===== config.mk =====
export PLATFORM = sky130hd
export DESIGN_NAME = quantum_timer
export DESIGN_NICKNAME = d
export VERILOG_FILES = /design/src/rtl/quantum_timer.sv
export SDC_FILE = /design/constraint.sdc
export NUM_CORES = 1
export LEC_CHECK = 0
export ABC_AREA = 1
export CORE_MARGIN = 3
export CORE_UTILIZATION = 40
export CTS_BUF_LIST = sky130_fd_sc_hd__clkbuf_16
export CTS_CLUSTER_SIZE = 20
export DETAILED_ROUTE_END_ITERATION = 6
export PLACE_DENSITY = 0.64
export REMOVE_ABC_BUFFERS = 1
export SLEW_MARGIN = 20
export SYNTH_ARGS = -nofsm -noshare
export SYNTH_HDL_FRONTEND = slang
export SYNTH_SLANG_ARGS = --single-unit

===== constraint.sdc =====
create_clock -name clock -period 3.14 [get_ports clock]
set_input_delay 0.942 -clock clock [delete_from_list [all_inputs] [get_ports clock]]
set_output_delay 0.942 -clock clock [all_outputs]
set_load 0.01 [all_outputs]

===== src/rtl/quantum_timer.sv =====
// ============================================================================
// Module   : quantum_timer
// Brief    : Preemption quantum timer; counts retired user instructions and
//            pulses timerInt when the programmed quantum is exhausted.
// Revision : 1.0 - initial release
// ============================================================================
`default_nettype none

module quantum_timer #(
  parameter int unsigned COUNT_WIDTH     = 16,
  parameter int unsigned DEFAULT_QUANTUM = 100,
  parameter int unsigned PREEMPT_WIDTH   = 8
) (
  input  logic                     clock,
  input  logic                     resetN,
  input  logic                     enable,
  input  logic                     instrRetire,
  input  logic                     changeContext,
  input  logic                     quantumWrite,
  input  logic [COUNT_WIDTH-1:0]   quantumData,
  output logic                     timerInt,
  output logic [COUNT_WIDTH-1:0]   remaining,
  output logic [PREEMPT_WIDTH-1:0] preemptCount,
  output logic [1:0]               state
);

  localparam logic [1:0] c_IDLE    = 2'd0;
  localparam logic [1:0] c_RUNNING = 2'd1;
  localparam logic [1:0] c_EXPIRED = 2'd2;
  localparam logic [1:0] c_WAIT    = 2'd3;

  localparam logic [COUNT_WIDTH-1:0] c_DEFAULT_Q = COUNT_WIDTH'(DEFAULT_QUANTUM);
  localparam logic [COUNT_WIDTH-1:0] c_ONE       = COUNT_WIDTH'(1);

  logic [1:0]               r_state;
  logic [COUNT_WIDTH-1:0]   r_quantum;
  logic [COUNT_WIDTH-1:0]   r_remaining;
  logic                     r_timer_int;
  logic [PREEMPT_WIDTH-1:0] r_preempt_count;

  logic [1:0]               w_next_state;
  logic [COUNT_WIDTH-1:0]   w_next_remaining;
  logic [COUNT_WIDTH-1:0]   w_reload_val;
  logic                     w_tick;

  // A write in the same cycle as a reload is forwarded into the reload.
  assign w_reload_val = quantumWrite ? quantumData : r_quantum;
  assign w_tick       = enable && instrRetire && (r_quantum != '0);

  always_comb begin
    w_next_state     = r_state;
    w_next_remaining = r_remaining;
    case (r_state)
      c_IDLE: begin
        if (changeContext) w_next_remaining = w_reload_val;
        if (enable)        w_next_state     = c_RUNNING;
      end
      c_RUNNING: begin
        if (changeContext) begin
          w_next_remaining = w_reload_val;
        end else if (w_tick && (r_remaining == c_ONE)) begin
          w_next_remaining = '0;
          w_next_state     = c_EXPIRED;
        end else if (w_tick && (r_remaining != '0)) begin
          w_next_remaining = r_remaining - c_ONE;
        end
      end
      c_EXPIRED: begin
        if (changeContext) begin
          w_next_remaining = w_reload_val;
          w_next_state     = c_RUNNING;
        end else begin
          w_next_state     = c_WAIT;
        end
      end
      default: begin
        if (changeContext) begin
          w_next_remaining = w_reload_val;
          w_next_state     = enable ? c_RUNNING : c_IDLE;
        end
      end
    endcase
  end

  // The pulse and the event count are registered off the EXPIRED state.
  always_ff @(posedge clock or negedge resetN) begin
    if (!resetN) begin
      r_state         <= c_IDLE;
      r_quantum       <= c_DEFAULT_Q;
      r_remaining     <= c_DEFAULT_Q;
      r_timer_int     <= 1'b0;
      r_preempt_count <= '0;
    end else begin
      r_state     <= w_next_state;
      r_remaining <= w_next_remaining;
      r_timer_int <= (r_state == c_EXPIRED);
      if (quantumWrite)          r_quantum       <= quantumData;
      if (r_state == c_EXPIRED)  r_preempt_count <= r_preempt_count + 1'b1;
    end
  end

  assign state        = r_state;
  assign remaining    = r_remaining;
  assign timerInt     = r_timer_int;
  assign preemptCount = r_preempt_count;

endmodule

`default_nettype wire


==> results of run 1 <==
==> how the worst max path moves through the flow <==
stage                              from      endpoint  cells after the start
after floorplan           changeContext  remaining[0]                      7
after global placement    changeContext  remaining[8]                     10
after detailed placement  changeContext  remaining[8]                     10
after CTS                  remaining[2]  remaining[2]                      1
after global routing      changeContext  remaining[0]                      9
final                      remaining[2]  remaining[2]                      1
==> flip-flops by register name, summed over array words and instances (netlist names) <==
register / cells
preemptCount: 8
r_quantum: 16
remaining: 16
state: 2
timerInt: 1
==> final cells by class <==
type	count	area, µm²
sequential	43	1080
clock inverter	3	42.5
tap	75	93.8
multi-input combinational	239	1240
fill	578	2820
inverter	48	180
clock buffer	5	125
timing repair buffer	53	515
==> metrics by stage <==
step	hold slack (ns)	total power [mW]	worst slack, ns	area [µm²]
floorplan	0.485	1.30	0.857	2500
global placement	0.461	1.64	0.636	3110
detailed placement	0.477	1.65	0.588	3110
CTS	0.485	2.26	0.783	3270
global route	0.522	2.41	0.668	3280
finish	0.482	2.24	0.783	3280
==> synth_stat cells <==
library cell  count  area [µm²]
nor2_4            5        56.3
clkbuf_4          1        7.51
dfrtp_1          37         926
inv_1            44         165
nand2_2           1        6.26
nor2_2            1        6.26
or2_1             1        6.26
o21ai_0          17        85.1
buf_2             4        20.0
nand3b_1          1        7.51
maj3_1            1        10.0
xor2_1            9        78.8
a21oi_1           3        15.0
nor3_1            2        10.0
buf_12            1        20.0
xnor2_1           3        26.3
nand3_2           7        70.1
buf_4             2        15.0
mux2_2            8        90.1
clkinv_1          1        3.75
nor2_1           28         105
ha_1              3        37.5
o21ai_2           1        8.76
nand2_1         105         394
nand4_1           6        37.5
nand3_1          37         185
inv_2             3        11.3
buf_6             2        22.5
dfstp_2           6         158
==> power by group through the flow <==
| stage | Sequential [mW] | Combinational, mW | Clock [mW] |
|---|---|---|---|
| global route | 0.822 | 0.947 | 0.637 |
| CTS | 0.803 | 0.845 | 0.612 |
| floorplan | 0.821 | 0.481 | 0 |
| finish | 0.804 | 0.839 | 0.597 |
| detailed placement | 0.810 | 0.838 | 0 |
| global placement | 0.812 | 0.829 | 0 |
==> metal layers <==
layer / GRT usage, % / share of wire (%) / up-vias
li1: - / - / 1158
met3: 3.33 / 4.8 / 5
met5: 0 / 0 / -
met1: 22.6 / 46 / 1067
met4: 2.97 / 0.49 / 0
met2: 30.1 / 49 / 58
==> cells by family after synthesis <==
| family | count (synthesis) | share of synthesized area, % |
|---|---|---|
| xor+xnor | 12 | 4.07 |
| flops | 43 | 41.9 |
| compound gates | 21 | 4.21 |
| simple gates | 194 | 34.2 |
| mux | 8 | 3.49 |
| buf+inv | 58 | 10.3 |
| fa+ha+maj | 4 | 1.84 |
==> metrics.md, run 1 <==
| Metric | Value |
|---|---|
| Status | `finished, final reports clean` |
| Dpl cells | `between 400 and 500` |
| Fin Setup TNS | `0 ns` |
| WP data required | `around 2.2 ns` |
| Initial antenna violation count | `0` |
| Reg2Reg Depth | `9` |
| DRC viols | `0` |
| Clock-pin slew on the worst setup and hold paths | `0.06 ns` |
| Final Setup Violations | `0` |
| Flop pwr share | `a little over a third` |
| CP Launch Type | `flop` |
| Routed Wire Length | `about 6.2 mm` |
| Synthesis Warnings | `0` |
| Setup CP Type | `flop to primary output` |
| Fin crit share | `75.1%` |
| Full die area | `7460 µm²` |
| CTS tree | `yes` |
| Detailed placement HPWL | `~4.5 mm` |
| Worst-path cell chain | `clkdlybuf4s50_1` |
| Hold_buf cts | `0` |
| Placer Congestion | `approximately 0.86` |
| Largest net degree at the start of global routing | `44` |
| Vias in the first global route | `about 2200` |
| Clock Power Share | `26.7%` |
| Max_cap viols | `0` |
| Max-slew headroom | `between 60 and 70%` |
| Least-Margin Pin Slew | `0.594 ns` |
| Number of port buffers | `between 40 and 50` |
| H-tree depth | `2` |
| Synth Cell Area | `roughly 2600 µm²` |
| Clock skew | `approximately 0.0042 ns` |
| GR Overflow Total | `0` |
| First-pass DRT Iterations | `4` |
| Setup Fix Bufs, Post-CTS | `0` |
| CP bufs+invs | `1` |
| Synthesized area per cell | `between 7 and 8 µm²` |
| #FFs+latches synth | `43` |
| Net switching fraction of the power | `between 30 and 40%` |
| Cell family with most CP delay | `flip-flops` |
| R2r setup slk | `~0.99 ns` |
| I/O pin count | `49` |
| ANT cells | `0` |
| NetSw | `approximately 830 µW` |
| Hold depth | `1` |
| Crit path max fanout | `5` |
| Min-delay worst type | `flop to flop` |
| Pwr dens | `between 600 and 700 nW/µm²` |
| Int Pwr | `1.41 mW` |
| Clock Sink Count | `43` |
| Count of cells resized by post-cts repair | `0` |
| Critical Path AT | `~1.4 ns` |
| Final core occ | `53.8%` |
| Die width | `86.4 µm` |
| Clk_lat worst skew | `0.28 ns` |
| Worst r2r src | `remaining[0]` |
| Commonest non-fill, non-tap cells in the layout | `nand2_1 (105), clkdlybuf4s50_1 (47), inv_1 (44), nand3_1 (37), dfrtp_1 (37)` |
| Crit-path max cell delay | `0.58 ns` |
| Final Max Slew Viols | `0` |
| Final min period | `2.36 ns` |
| CP max stage cell | `dfstp_2` |
| Drt first-iter violations | `~130` |
| Count of cell types in the netlist | `29` |
| Worst hold endpoint | `preemptCount[7]` |
| Share of cells above drive strength 1 | `a little under an eighth` |
| Crit end category | `primary output` |
| Leak | `~1.6 nW` |
| First-pass GRT wire length | `slightly above 10 mm` |
| GRT Resource Usage Total | `17.3%` |
| CTS Buf Count | `5` |
| Core Region | `between 6000 and 7000 µm²` |
| Sequential share of the synthesized area | `between 40% and 50%` |
| Starting density of the core | `~42%` |
| Layout Cells excl Fill | `466` |
| Most common cell after layout, fill and taps aside | `nand2_1` |
| Row count | `28` |
| RSZ-0062 raised after global routing | `false` |
| VDD IR-drop max | `0.416 mV` |
| Average routed wire per standard cell | `approximately 13 µm` |
| Die Height | `about 86 µm` |
| Clock Tree Root | `clkbuf_16` |
| Routed Antenna Nets | `0` |
| Worst hold start | `preemptCount[7]` |
| Via/cell ratio | `between 4 and 5` |
| CTS Buffer Depth | `2` |
| Via count | `about 2300` |
| Logic pwr share | `between 30% and 40%` |
| Nets | `415` |
| Hold Vio Cnt, Final | `0` |
| Critical R2R Capture | `remaining[4]` |
| Synth Instances | `340` |
| Synthesis-to-layout area growth | `26.8%` |
| Fmax | `424 MHz` |
No activity file was read; power rests on OpenSTA's default activity.
==> run 2, diff against run 1 <==
PLACE_DENSITY = 0.66   (was 0.64)
clock period = 1.93 ns   (was 3.14 ns; I/O delays follow)
==> run 2 against run 1 <==
Global-route usage grew 0.38 points. Register-to-register slack lost 0.77 ns. Sequential power grew 60%. Design area grew 3.8%. Non-clock buffer count grew 14. Power grew 66%.
==> metrics.md, run 2 (synthesized netlist as in run 1, its figures left out) <==
| Metric | Value |
|---|---|
| Status | `finished, final reports clean (unchanged)` |
| Largest net degree at the start of global routing | `44 (unchanged)` |
| Setup Fix Bufs, Post-CTS | `0 (unchanged)` |
| CP Launch Type | `flop (unchanged)` |
| Crit path max fanout | `5 (unchanged)` |
| Critical R2R Capture | `remaining[0] (was remaining[4])` |
| Pwr dens | `1090 nW/µm² (was 684 nW/µm²)` |
| Commonest non-fill, non-tap cells in the layout | `nand2_1 (105), inv_1 (44), clkdlybuf4s50_1 (44), nand3_1 (37), dfrtp_1 (33) (was nand2_1 (105), clkdlybuf4s50_1 (47), inv_1 (44), nand3_1 (37), dfrtp_1 (37))` |
| Drt first-iter violations | `97 (was 129)` |
| Placement Cell Area | `3240 µm² (was 3110 µm²)` |
| NetSw | `1.35 mW (was 826 µW)` |
| Full die area | `7460 µm² (unchanged)` |
| Least-Margin Pin Slew | `0.562 ns (was 0.594 ns)` |
| Initial antenna violation count | `0 (unchanged)` |
| Fin Setup TNS | `0 ns (unchanged)` |
| Synthesis-to-layout area growth | `31.6% (was 26.8%)` |
| Final Max Slew Viols | `0 (unchanged)` |
| Via/cell ratio | `4.90 (was 4.91)` |
| Row count | `28 (unchanged)` |
| R2r setup slk | `0.22 ns (was 0.99 ns)` |
| Starting density of the core | `42.4% (unchanged)` |
| Number of port buffers | `48 (unchanged)` |
| Critical path depth in cells | `1 (unchanged)` |
| Fin worst setup slack | `0.0486 ns (was 0.783 ns)` |
| GR Overflow Total | `0 (unchanged)` |
| Clk_lat worst skew | `0.28 ns (about the same)` |
| Clock Tree Root | `clkbuf_16 (unchanged)` |
| Min-delay worst type | `primary input to asynchronous set/reset pin (was flop to flop)` |
| Critical Path AT | `1.30 ns (was 1.41 ns)` |
| Hold Vio Cnt, Final | `0 (unchanged)` |
| Crit-path max cell delay | `0.58 ns (about the same)` |
| Multi-input logic area | `1240 µm² (unchanged)` |
| WP data required | `1.35 ns (was 2.20 ns)` |
| RSZ-0062 raised after global routing | `false (unchanged)` |
| Routed Antenna Nets | `0 (unchanged)` |
| Die Height | `86.4 µm (unchanged)` |
| Via count | `2350 (was 2288)` |
| Reg2Reg Depth | `10 (was 9)` |
| Leak | `1.65 nW (was 1.58 nW)` |
| Clock skew | `0.00674 ns (was 0.00422 ns)` |
| CP Launch Point | `remaining[12] (was remaining[2])` |
| Cell family with most CP delay | `buffers and inverters (was flip-flops)` |
| Fmax | `between 500 and 600 MHz` |
| Setup CP Type | `flop to primary output (unchanged)` |
| Die width | `86.4 µm (unchanged)` |
| VDD IR-drop max | `0.547 mV (was 0.416 mV)` |
| First-pass DRT Iterations | `4 (unchanged)` |
| Logic pwr share | `39.4% (was 37.4%)` |
| Clock Sink Count | `43 (unchanged)` |
| Worst r2r src | `remaining[0] (unchanged)` |
| FILL cells | `584 (was 578)` |
| FF/Latch Area | `1090 µm² (was 1080 µm²)` |
| Most common cell after layout, fill and taps aside | `nand2_1 (unchanged)` |
| Nets | `429 (was 415)` |
| CP bufs+invs | `1 (unchanged)` |
| CTS Buffer Depth | `2 (unchanged)` |
| CTS tree | `yes (unchanged)` |
| Flop pwr share | `34.8% (was 35.9%)` |
| Crit path to | `remaining[12] (was remaining[2])` |
| Core Region | `6100 µm² (unchanged)` |
| CP max stage cell | `clkdlybuf4s50_1 (was dfstp_2)` |
| Detailed placement HPWL | `4.56 mm (was 4.47 mm)` |
| Net switching fraction of the power | `36.3% (was 36.9%)` |
| Final min period | `between 1.5 and 2 ns` |
| CTS Buf Count | `5 (unchanged)` |
| Clock Power Share | `25.8% (was 26.7%)` |
| GRT Resource Usage Total | `17.7% (was 17.3%)` |
| Routed Wire Length | `6.25 mm (was 6.15 mm)` |
| Vias in the first global route | `2243 (was 2249)` |
| Fin crit share | `just under 100%` |
| Place WS | `-0.0670 ns (was 0.588 ns)` |
| DRC viols | `0 (unchanged)` |
| Max-slew headroom | `62.5% (was 60.4%)` |
| Power consumption | `3.71 mW (was 2.24 mW)` |
| I/O pin count | `49 (unchanged)` |
| First-pass GRT wire length | `10.5 mm (was 10.4 mm)` |
| ANT cells | `0 (unchanged)` |
| Placer Congestion | `0.848 (was 0.865)` |
| Final Setup Violations | `0 (unchanged)` |
| Max_cap viols | `0 (unchanged)` |
| Share of cells above drive strength 1 | `15.6% (was 11.5%)` |
| Crit end category | `primary output (unchanged)` |
| Average routed wire per standard cell | `13.0 µm (was 13.2 µm)` |
| H-tree depth | `2 (unchanged)` |
| Worst-path cell chain | `clkdlybuf4s50_1 (unchanged)` |
| Post-route design area | `3400 µm² (was 3280 µm²)` |
| Clock-pin slew on the worst setup and hold paths | `0.06 ns (about the same)` |
| Int Pwr | `2.36 mW (was 1.41 mW)` |
## run 2: cell types whose count changed in the layout (fill, tap and decap cells not counted), sizes merged
cell | previous run | this run
dlygate4sd2 | 0 | 3
buf | 6 | 20
inv | 48 | 47
clkinv | 2 | 3
clkdlybuf4s50 | 47 | 44
## run 2: metal layers
layer / share of wire (%) / wire, µm / vias up / global-route usage (%)
met4: 1.5 / 95 / 0 / 4.82
met1: 45 / 2800 / 1098 / 23.6
met5: 0 / 0 / - / 0
met2: 48 / 3030 / 57 / 29.6
met3: 5.2 / 325 / 7 / 3.14
li1: - / - / 1188 / -
## run 2: layout make-up
type | instances | area share [%]
Timing Repair Buffer | 67 | 18.8
Clock buffer | 5 | 3.68
Clock inverter | 3 | 1.14
Sequential cell | 43 | 32.0
Inverter | 48 | 5.30
Multi-Input combinational cell | 239 | 36.3
Tap cell | 75 | 2.76
## run 2: worst min-delay path by stage
stage	slack, ns	depth (start not counted)	endpoint	from
2_1_floorplan	0.28	0	preemptCount[0]	resetN
3_3_place_gp	0.46	1	preemptCount[7]	preemptCount[7]
3_5_place_dp	0.47	1	preemptCount[7]	preemptCount[7]
4_1_cts	0.39	2	remaining[0]	resetN
5_1_grt	0.41	2	r_quantum[3]	resetN
6_report	0.37	2	r_quantum[3]	resetN
## run 2: through the flow
stage,hold slack [ns],std cells,utilization (%)
finish,0.374,480,55.8
global route,0.410,480,55.8
floorplan,0.283,330,-
global placement,0.464,472,53.1
CTS,0.394,480,55.7
detailed placement,0.472,472,53.1
## run 2: repair_timing
action                                  in CTS  in global routing
resized for setup                            4                  3
gates cloned                                 0                  0
hold buffers                                 0                  0
hold endpoints to repair                     0                  0
endpoints found under the setup margin       4                  3
## run 2: power groups by stage
stage	logic (mW)	clock network (mW)	registers, mW
floorplan	0.783	0	1.34
global placement	1.47	0	1.30
detailed placement	1.48	0	1.30
CTS	1.48	0.973	1.29
global route	1.65	1.01	1.32
finish	1.46	0.956	1.29
